`src/rtl/bist_pkg.sv`:
```
// Shared BIST definitions: analyzer FSM states, default polynomial/seed, counter width.
package bist_pkg;
  localparam int CNT_W = 16;
  localparam int DEF_WIDTH = 5;
  localparam logic [DEF_WIDTH-1:0] DEF_TAPS = 5'b10100;  // x^5 + x^3 + 1
  localparam logic [DEF_WIDTH-1:0] DEF_SEED = 5'b00000;

  typedef enum logic [1:0] {
    S_IDLE,
    S_RUN,
    S_COMPARE,
    S_DONE
  } state_t;
endpackage

```
`src/rtl/misr_core.sv`:
```
// Multiple-input signature register: left shift with polynomial feedback into bit 0.
module misr_core
  import bist_pkg::*;
#(
  parameter int                WIDTH = DEF_WIDTH,
  parameter logic [WIDTH-1:0]  TAPS  = DEF_TAPS,
  parameter logic [WIDTH-1:0]  SEED  = DEF_SEED
) (
  input  logic             clk,
  input  logic             rst_n,
  input  logic             load,
  input  logic             en,
  input  logic [WIDTH-1:0] d,
  output logic [WIDTH-1:0] sig
);

  logic [WIDTH-1:0] nxt;

  // Next signature: feedback parity into bit 0, shift the rest up, fold in the response.
  always_comb begin
    nxt    = '0;
    nxt[0] = (^(sig & TAPS)) ^ d[0];
    for (int i = 1; i < WIDTH; i++) begin
      nxt[i] = sig[i-1] ^ d[i];
    end
  end

  // Signature register; load has priority so a session restart always begins at SEED.
  always_ff @(posedge clk or negedge rst_n) begin
    if (!rst_n)    sig <= SEED;
    else if (load) sig <= SEED;
    else if (en)   sig <= nxt;
  end

endmodule

```
`src/rtl/bist_misr_analyzer.sv`:
```
// BIST output response analyzer: session FSM, response counter and golden compare around a MISR.
module bist_misr_analyzer
  import bist_pkg::*;
#(
  parameter int                WIDTH        = DEF_WIDTH,
  parameter logic [WIDTH-1:0]  TAPS         = DEF_TAPS,
  parameter logic [WIDTH-1:0]  SEED         = DEF_SEED,
  parameter int                NUM_PATTERNS = 31,
  parameter logic [WIDTH-1:0]  GOLDEN_SIG   = 5'h10
) (
  input  logic             clk,
  input  logic             rst_n,
  input  logic             start,
  input  logic             resp_valid,
  input  logic [WIDTH-1:0] resp_data,
  output logic             busy,
  output logic             done,
  output logic             pass,
  output logic [WIDTH-1:0] signature,
  output logic [CNT_W-1:0] pattern_cnt
);

  state_t           state, state_n;
  logic             load, absorb, pass_r;
  logic [CNT_W-1:0] cnt;
  logic             last;

  assign last = (cnt == CNT_W'(NUM_PATTERNS - 1));

  misr_core #(.WIDTH(WIDTH), .TAPS(TAPS), .SEED(SEED)) u_misr (
    .clk   (clk),
    .rst_n (rst_n),
    .load  (load),
    .en    (absorb),
    .d     (resp_data),
    .sig   (signature)
  );

  // State register.
  always_ff @(posedge clk or negedge rst_n) begin
    if (!rst_n) state <= S_IDLE;
    else        state <= state_n;
  end

  // Next-state and control: start only honoured when idle or done, responses only in RUN.
  always_comb begin
    state_n = state;
    load    = 1'b0;
    absorb  = 1'b0;
    case (state)
      S_IDLE, S_DONE: begin
        if (start) begin
          load    = 1'b1;
          state_n = S_RUN;
        end
      end
      S_RUN: begin
        if (resp_valid) begin
          absorb = 1'b1;
          if (last) state_n = S_COMPARE;
        end
      end
      S_COMPARE: state_n = S_DONE;
      default:   state_n = S_IDLE;
    endcase
  end

  // Response counter and registered verdict; both cleared on session start.
  always_ff @(posedge clk or negedge rst_n) begin
    if (!rst_n) begin
      cnt    <= '0;
      pass_r <= 1'b0;
    end else if (load) begin
      cnt    <= '0;
      pass_r <= 1'b0;
    end else begin
      if (absorb)              cnt    <= cnt + 1'b1;
      if (state == S_COMPARE)  pass_r <= (signature == GOLDEN_SIG);
    end
  end

  assign busy        = (state == S_RUN) || (state == S_COMPARE);
  assign done        = (state == S_DONE);
  assign pass        = done && pass_r;
  assign pattern_cnt = cnt;

endmodule

```
`config.mk`:
```
export PLATFORM = sky130hd
export DESIGN_NAME = bist_misr_analyzer
export DESIGN_NICKNAME = d
export VERILOG_FILES = /design/src/rtl/bist_pkg.sv /design/src/rtl/misr_core.sv /design/src/rtl/bist_misr_analyzer.sv
export SDC_FILE = /design/constraint.sdc
export NUM_CORES = 1
export LEC_CHECK = 0
export ABC_AREA = 0
export BUFFER_PORTS_ARGS = -buffer_cell sky130_fd_sc_hd__buf_2
export CORE_ASPECT_RATIO = 1.1
export CORE_MARGIN = 2
export CORE_UTILIZATION = 47
export CTS_CLUSTER_DIAMETER = 150
export CTS_CLUSTER_SIZE = 20
export DETAILED_ROUTE_END_ITERATION = 8
export PLACE_DENSITY_LB_ADDON = 0.08
export SLEW_MARGIN = 10
export SYNTH_ARGS = -nofsm -noshare
export SYNTH_HDL_FRONTEND = slang
export SYNTH_SLANG_ARGS = --single-unit
```
`constraint.sdc`:
```
create_clock -name clk -period 1.7 [get_ports clk]
set_input_delay 0.17 -clock clk [delete_from_list [all_inputs] [get_ports clk]]
set_output_delay 0.17 -clock clk [all_outputs]
set_load 0.01 [all_outputs]
```
After elaboration in Yosys (flattened, before gate mapping)
Cells that the tools add are included.
{ "totals": {"romBits": 0, "output_inout_bits": 24, "mem_bits_rw": 0, "wordCells": 40, "register_bits": 24, "input_bits": 9, "memories": 0, "latch_bits": 0} }
{ "op_classes": {"n_eq_ne": 8, "n_div": 0, "n_lt_le_gt_ge": 0, "mux": 14, "n_mul": 0, "n_shift": 0, "addsub": 1, "bitwise_logic": 5, "reduce_logical": 8} }
{ "ops": {"columns": ["cell", "n"], "rows": [
  ["$mux W16", 2],
  ["$add A16 B1 Y16 const B", 1],
  ["$eq A16 B5 Y1 const B", 1],
  ["$mux W5", 2],
  ["$mux W1", 6],
  ["$mux W2", 3],
  ["$ne A2 B2 Y1 const B", 3],
  ["$pmux W2 S3", 1],
  ["$eq A5 B5 Y1 const B", 1],
  ["$reduce_xor A5 Y1", 1],
  ["$xor A1 B1 Y1", 5],
  ["$eq A2 B2 Y1 const B", 2],
  ["$reduce_bool A2 Y1", 2],
  ["$reduce_and A3 Y1", 1],
  ["$eq A2 B1 Y1 const B", 1],
  ["$logic_not A2 Y1", 1],
  ["$reduce_or A2 Y1", 1],
  ["$logic_and A1 B1 Y1", 1],
  ["$logic_or A1 B1 Y1", 1]
]} }

Depth between registers and ports, before layout
{ "logic_depth": {"depth_word": 4, "depth_mapped": 7, "depth_no_buf": 6} }

Hierarchy
Synthesis repeated with hierarchy kept, for this count alone.
{ "unflattened": {"hier_cells": 133, "area_unflattened_um2": 1328.8} }
{ "by_module_without_submodules": {"columns": ["mod", "cells_each", "seq_area_each_um2", "n_inst", "area_each_um2"], "rows": [
  ["bist_misr_analyzer", 112, 475.5, 1, 1081.0],
  ["misr_core", 21, 125.1, 1, 247.7]
]} }

Worst setup path after synthesis
No wires, ideal clock.
{ "synth_path": {"path_kind": "reg-to-reg", "startpoint": "register state[1]", "endpoint": "register cnt[15], in the netlist pattern_cnt[15]", "period_less_slack_ps": 1753, "stages_incl_launch_ff": 8, "setup_slack_ps": -53, "required_ps": 1622, "arrival_time_ps": 1675, "path_buffers": 1, "setup_time_ps": 78, "path_cell_list": "dfrtp_1 > inv_1 > ha_1 > and4_1 > buf_6 > nand2_2 > or4_1 > a21oi_1"} }
{ "synth_between": {"elab_chain_len": 4, "word_cells_on_any_way": 8, "cone_classes": "2 x eq/ne; 3 x mux; 3 x reduce/logical"} }
{ "synth_rtl": {"columns": ["element", "line", "text"], "rows": [
  ["start, declared", "bist_misr_analyzer.sv:23", "state_t state, state_n;"],
  ["start signal, assigned", "bist_misr_analyzer.sv:42", "else state <= state_n;"],
  ["$eq A2 B2 Y1 / $logic_not A2 Y1 (equally long branches)", "bist_misr_analyzer.sv:50", "case (state)"],
  ["$reduce_or A2 Y1", "bist_misr_analyzer.sv:50", null],
  ["$mux W1", "bist_misr_analyzer.sv:50", null],
  ["$mux W16 / $reduce_bool A2 Y1 (equally long branches)", null, null],
  ["end signal, assigned", "bist_misr_analyzer.sv:77", "if (absorb) cnt <= cnt + 1'b1;"],
  ["end, declared", "bist_misr_analyzer.sv:25", "logic [CNT_W-1:0] cnt;"]
]} }
Parallel ways exist; a longest one is shown, timed or not.
A chain may end at the register's enable or synchronous reset.

Worst setup path in the final report
{ "layout_path": {"startpoint": "register state[1]", "endpoint": "register cnt[13], in the netlist pattern_cnt[13]"} }
Same word-level chain as after synthesis.

==> reports/summary.txt <==
outcome: complete, no violations
Post-route DRC: 0
Slew HR: 64.5%
grt total ovfl: 0
Pre-antenna DRT Iters: 4
Worst Tran Pin Value: 532 ps
Main synth FF type: dfrtp_1
area leader, netlist: dfrtp_1
initial antenna violation count: 0
Post-Syn Nets: 148
Die H: 59.0 um
PortBufs: 32
Synth cell types: 34
CP endpoint kind: flip-flop
CP required: 1950 ps
cell-by-cell trace of the critical path: inv_2 -> ha_4 -> and4_4 -> buf_6 -> nand3_1 -> or3_1 -> a21oi_1
Syn Std Cell Area: 0.00129 mm2
Synth top area share: 46.4%
most common cell after layout, fill and taps aside: buf_2
final setup vio count: 0
GRT Util Overall: 20.4%
GPL Wtd Cong: 0.798
most frequent cells in the layout: buf_2 (32), nor2_1 (21), dfrtp_1 (21)
diodes inserted: 0
fraction of layout cells with a size suffix above 1: 32.8%
Post-synth EDFFs: 0
Slew Limit Fails: 0
PD cells: 1080 mW/mm2
FFs w/ async S/R, synth: 100%
CTS Buf Count: 3
num rows: 19
aggregate routed wire length: 2820 um
VDD IR max: 1.03 mV
vias in the first global route: 1011
CTS tree: yes
RSZ-0062 raised after global routing: false
Critical Path AT: 1860 ps
Max-Cap Viols: 0
Slowest-stage cell, CP: dfrtp_1
# H-tree levels: 1
initial core utilization: 50.4%
Nets: 190
synthesized flop and latch total: 24
warnings from Yosys: 0
Die ar.: 0.00319 mm2
Vias: 1119
hpwl dp: 2110 um
CTS sink count: 24
largest net degree at the start of global routing: 25
period utilization: 94.7%
Routed Antenna Nets: 0
Synth Instances: 134
DIE WIDTH: 54.0 um
post-route insts no fill: 205
filler cell count in the final layout: 240
Clock Root Buffer: clkbuf_4
sequential element share of the synthesized area: 46.4%
Startpoint Class: flip-flop
ranking of synthesized cells by area: dfrtp_1 (46%), xnor2_1 (6.8%), nor2_1 (6.1%), xor2_1 (5.4%), ha_1 (4.8%)
worst skew pair latency: 310 ps
core area: 0.00257 mm2
Leak Pwr: 0.000777 uW
hold crit path type: in2reg
CP max stage delay: 440 ps
final hold viol count: 0
Max clock buf depth: 2
io pins: 33
via/cell ratio: 5.46
routed len/inst: 13.8 um
Max FO, Critical Path: 6
final hold slack: 108 ps
DR iter-0 viols: 41
clock skew: 2.35 ps
Setup CP Type: reg2reg
Synth Area per Inst: 9.65 um2
clk slew on worst S/H paths: 130 ps
Syn-to-layout area delta: 24.7%
first-pass GRT wire length: 4670 um
placed insts: 200
Final Critical Period: 1610 ps
fmax: 621 MHz
## cells by family after synthesis
family	synth area share, %
compound gates	8.41
xor+xnor	12.2
fa+ha+maj	4.84
buf+inv	3.29
flops	46.4
mux	0.774
simple gates	24.1
## repair_timing
action	in CTS	in global routing
pin swaps	0	1
gates resized for setup	1	8
endpoints found under the hold margin	24	0
setup endpoints to repair	1	7
setup buffers	0	1
hold buffers	1	0
## critical path, delay by kind of cell, from the launching register on
kind                       cells  cell delay (ps)
and+or+nand+nor                3              630
DFF                            1              440
AOI/OAI and AO/OA              1              140
buffers and inverters          2              210
adders and majority gates      1              140
## registers in the layout (all words and copies together), names as in the netlist
register,flops
pass_r,1
pattern_cnt,16
state,2
u_misr.sig,5
## report_power, final
group	internal, uW	switching [uW]	total, uW
sequential	663	110	773
combinational	353	373	726
clock	83.0	166	249
## layer usage
layer  track usage [%]  share of wire, %
met1              29.1                48
met2              31.0                46
met3              3.03               4.3
met4              7.86               1.5
met5                 0                 0
## Yosys cell counts, drive strengths merged (2+ instances only)
cell    count
a21oi       5
or4         2
buf         2
and3        3
xor2        8
ha          5
a211oi      4
dfrtp      24
inv         4
xnor2      10
o31ai       2
nand4       6
clkbuf      3
and2        3
nand3       6
nand2       9
nor4        5
nor2       21
## path summary, 6_finish.rpt
kind,depth (start not counted),slack (ps),end,startpoint
max in group asynchronous,2,960,pattern_cnt[0],rst_n
min reg2reg,2,550,pass_r,pass_r
max reg2reg,7,90,pattern_cnt[13],state[1]
max,7,90,pattern_cnt[13],state[1]
min in group asynchronous,2,350,pass_r,rst_n
min,2,110,state[1],start
## final cells by class
class,count,area [um2],share of cell area [%]
sequential,24,604,37.5
tap,31,38.8,2.40
inverter,4,15.0,0.931
multi-input combinational,101,678,42.0
clock buffer,3,22.5,1.40
timing repair buffer,42,254,15.7
## through the flow
step	power [uW]	worst slack (ps)	setup TNS, ps	instance area (um2)	utilization (%)
2_1_floorplan	1200	26.6	0	1310	-
3_5_place_dp	1480	-9.47	-9.47	1550	60.4
5_1_grt	1880	3.14	0	1610	62.8
6_report	1750	90.1	0	1610	62.8
4_1_cts	1740	12.9	0	1580	61.6
3_3_place_gp	1450	78.1	0	1550	60.4
Power figures use the tool's default switching activity.
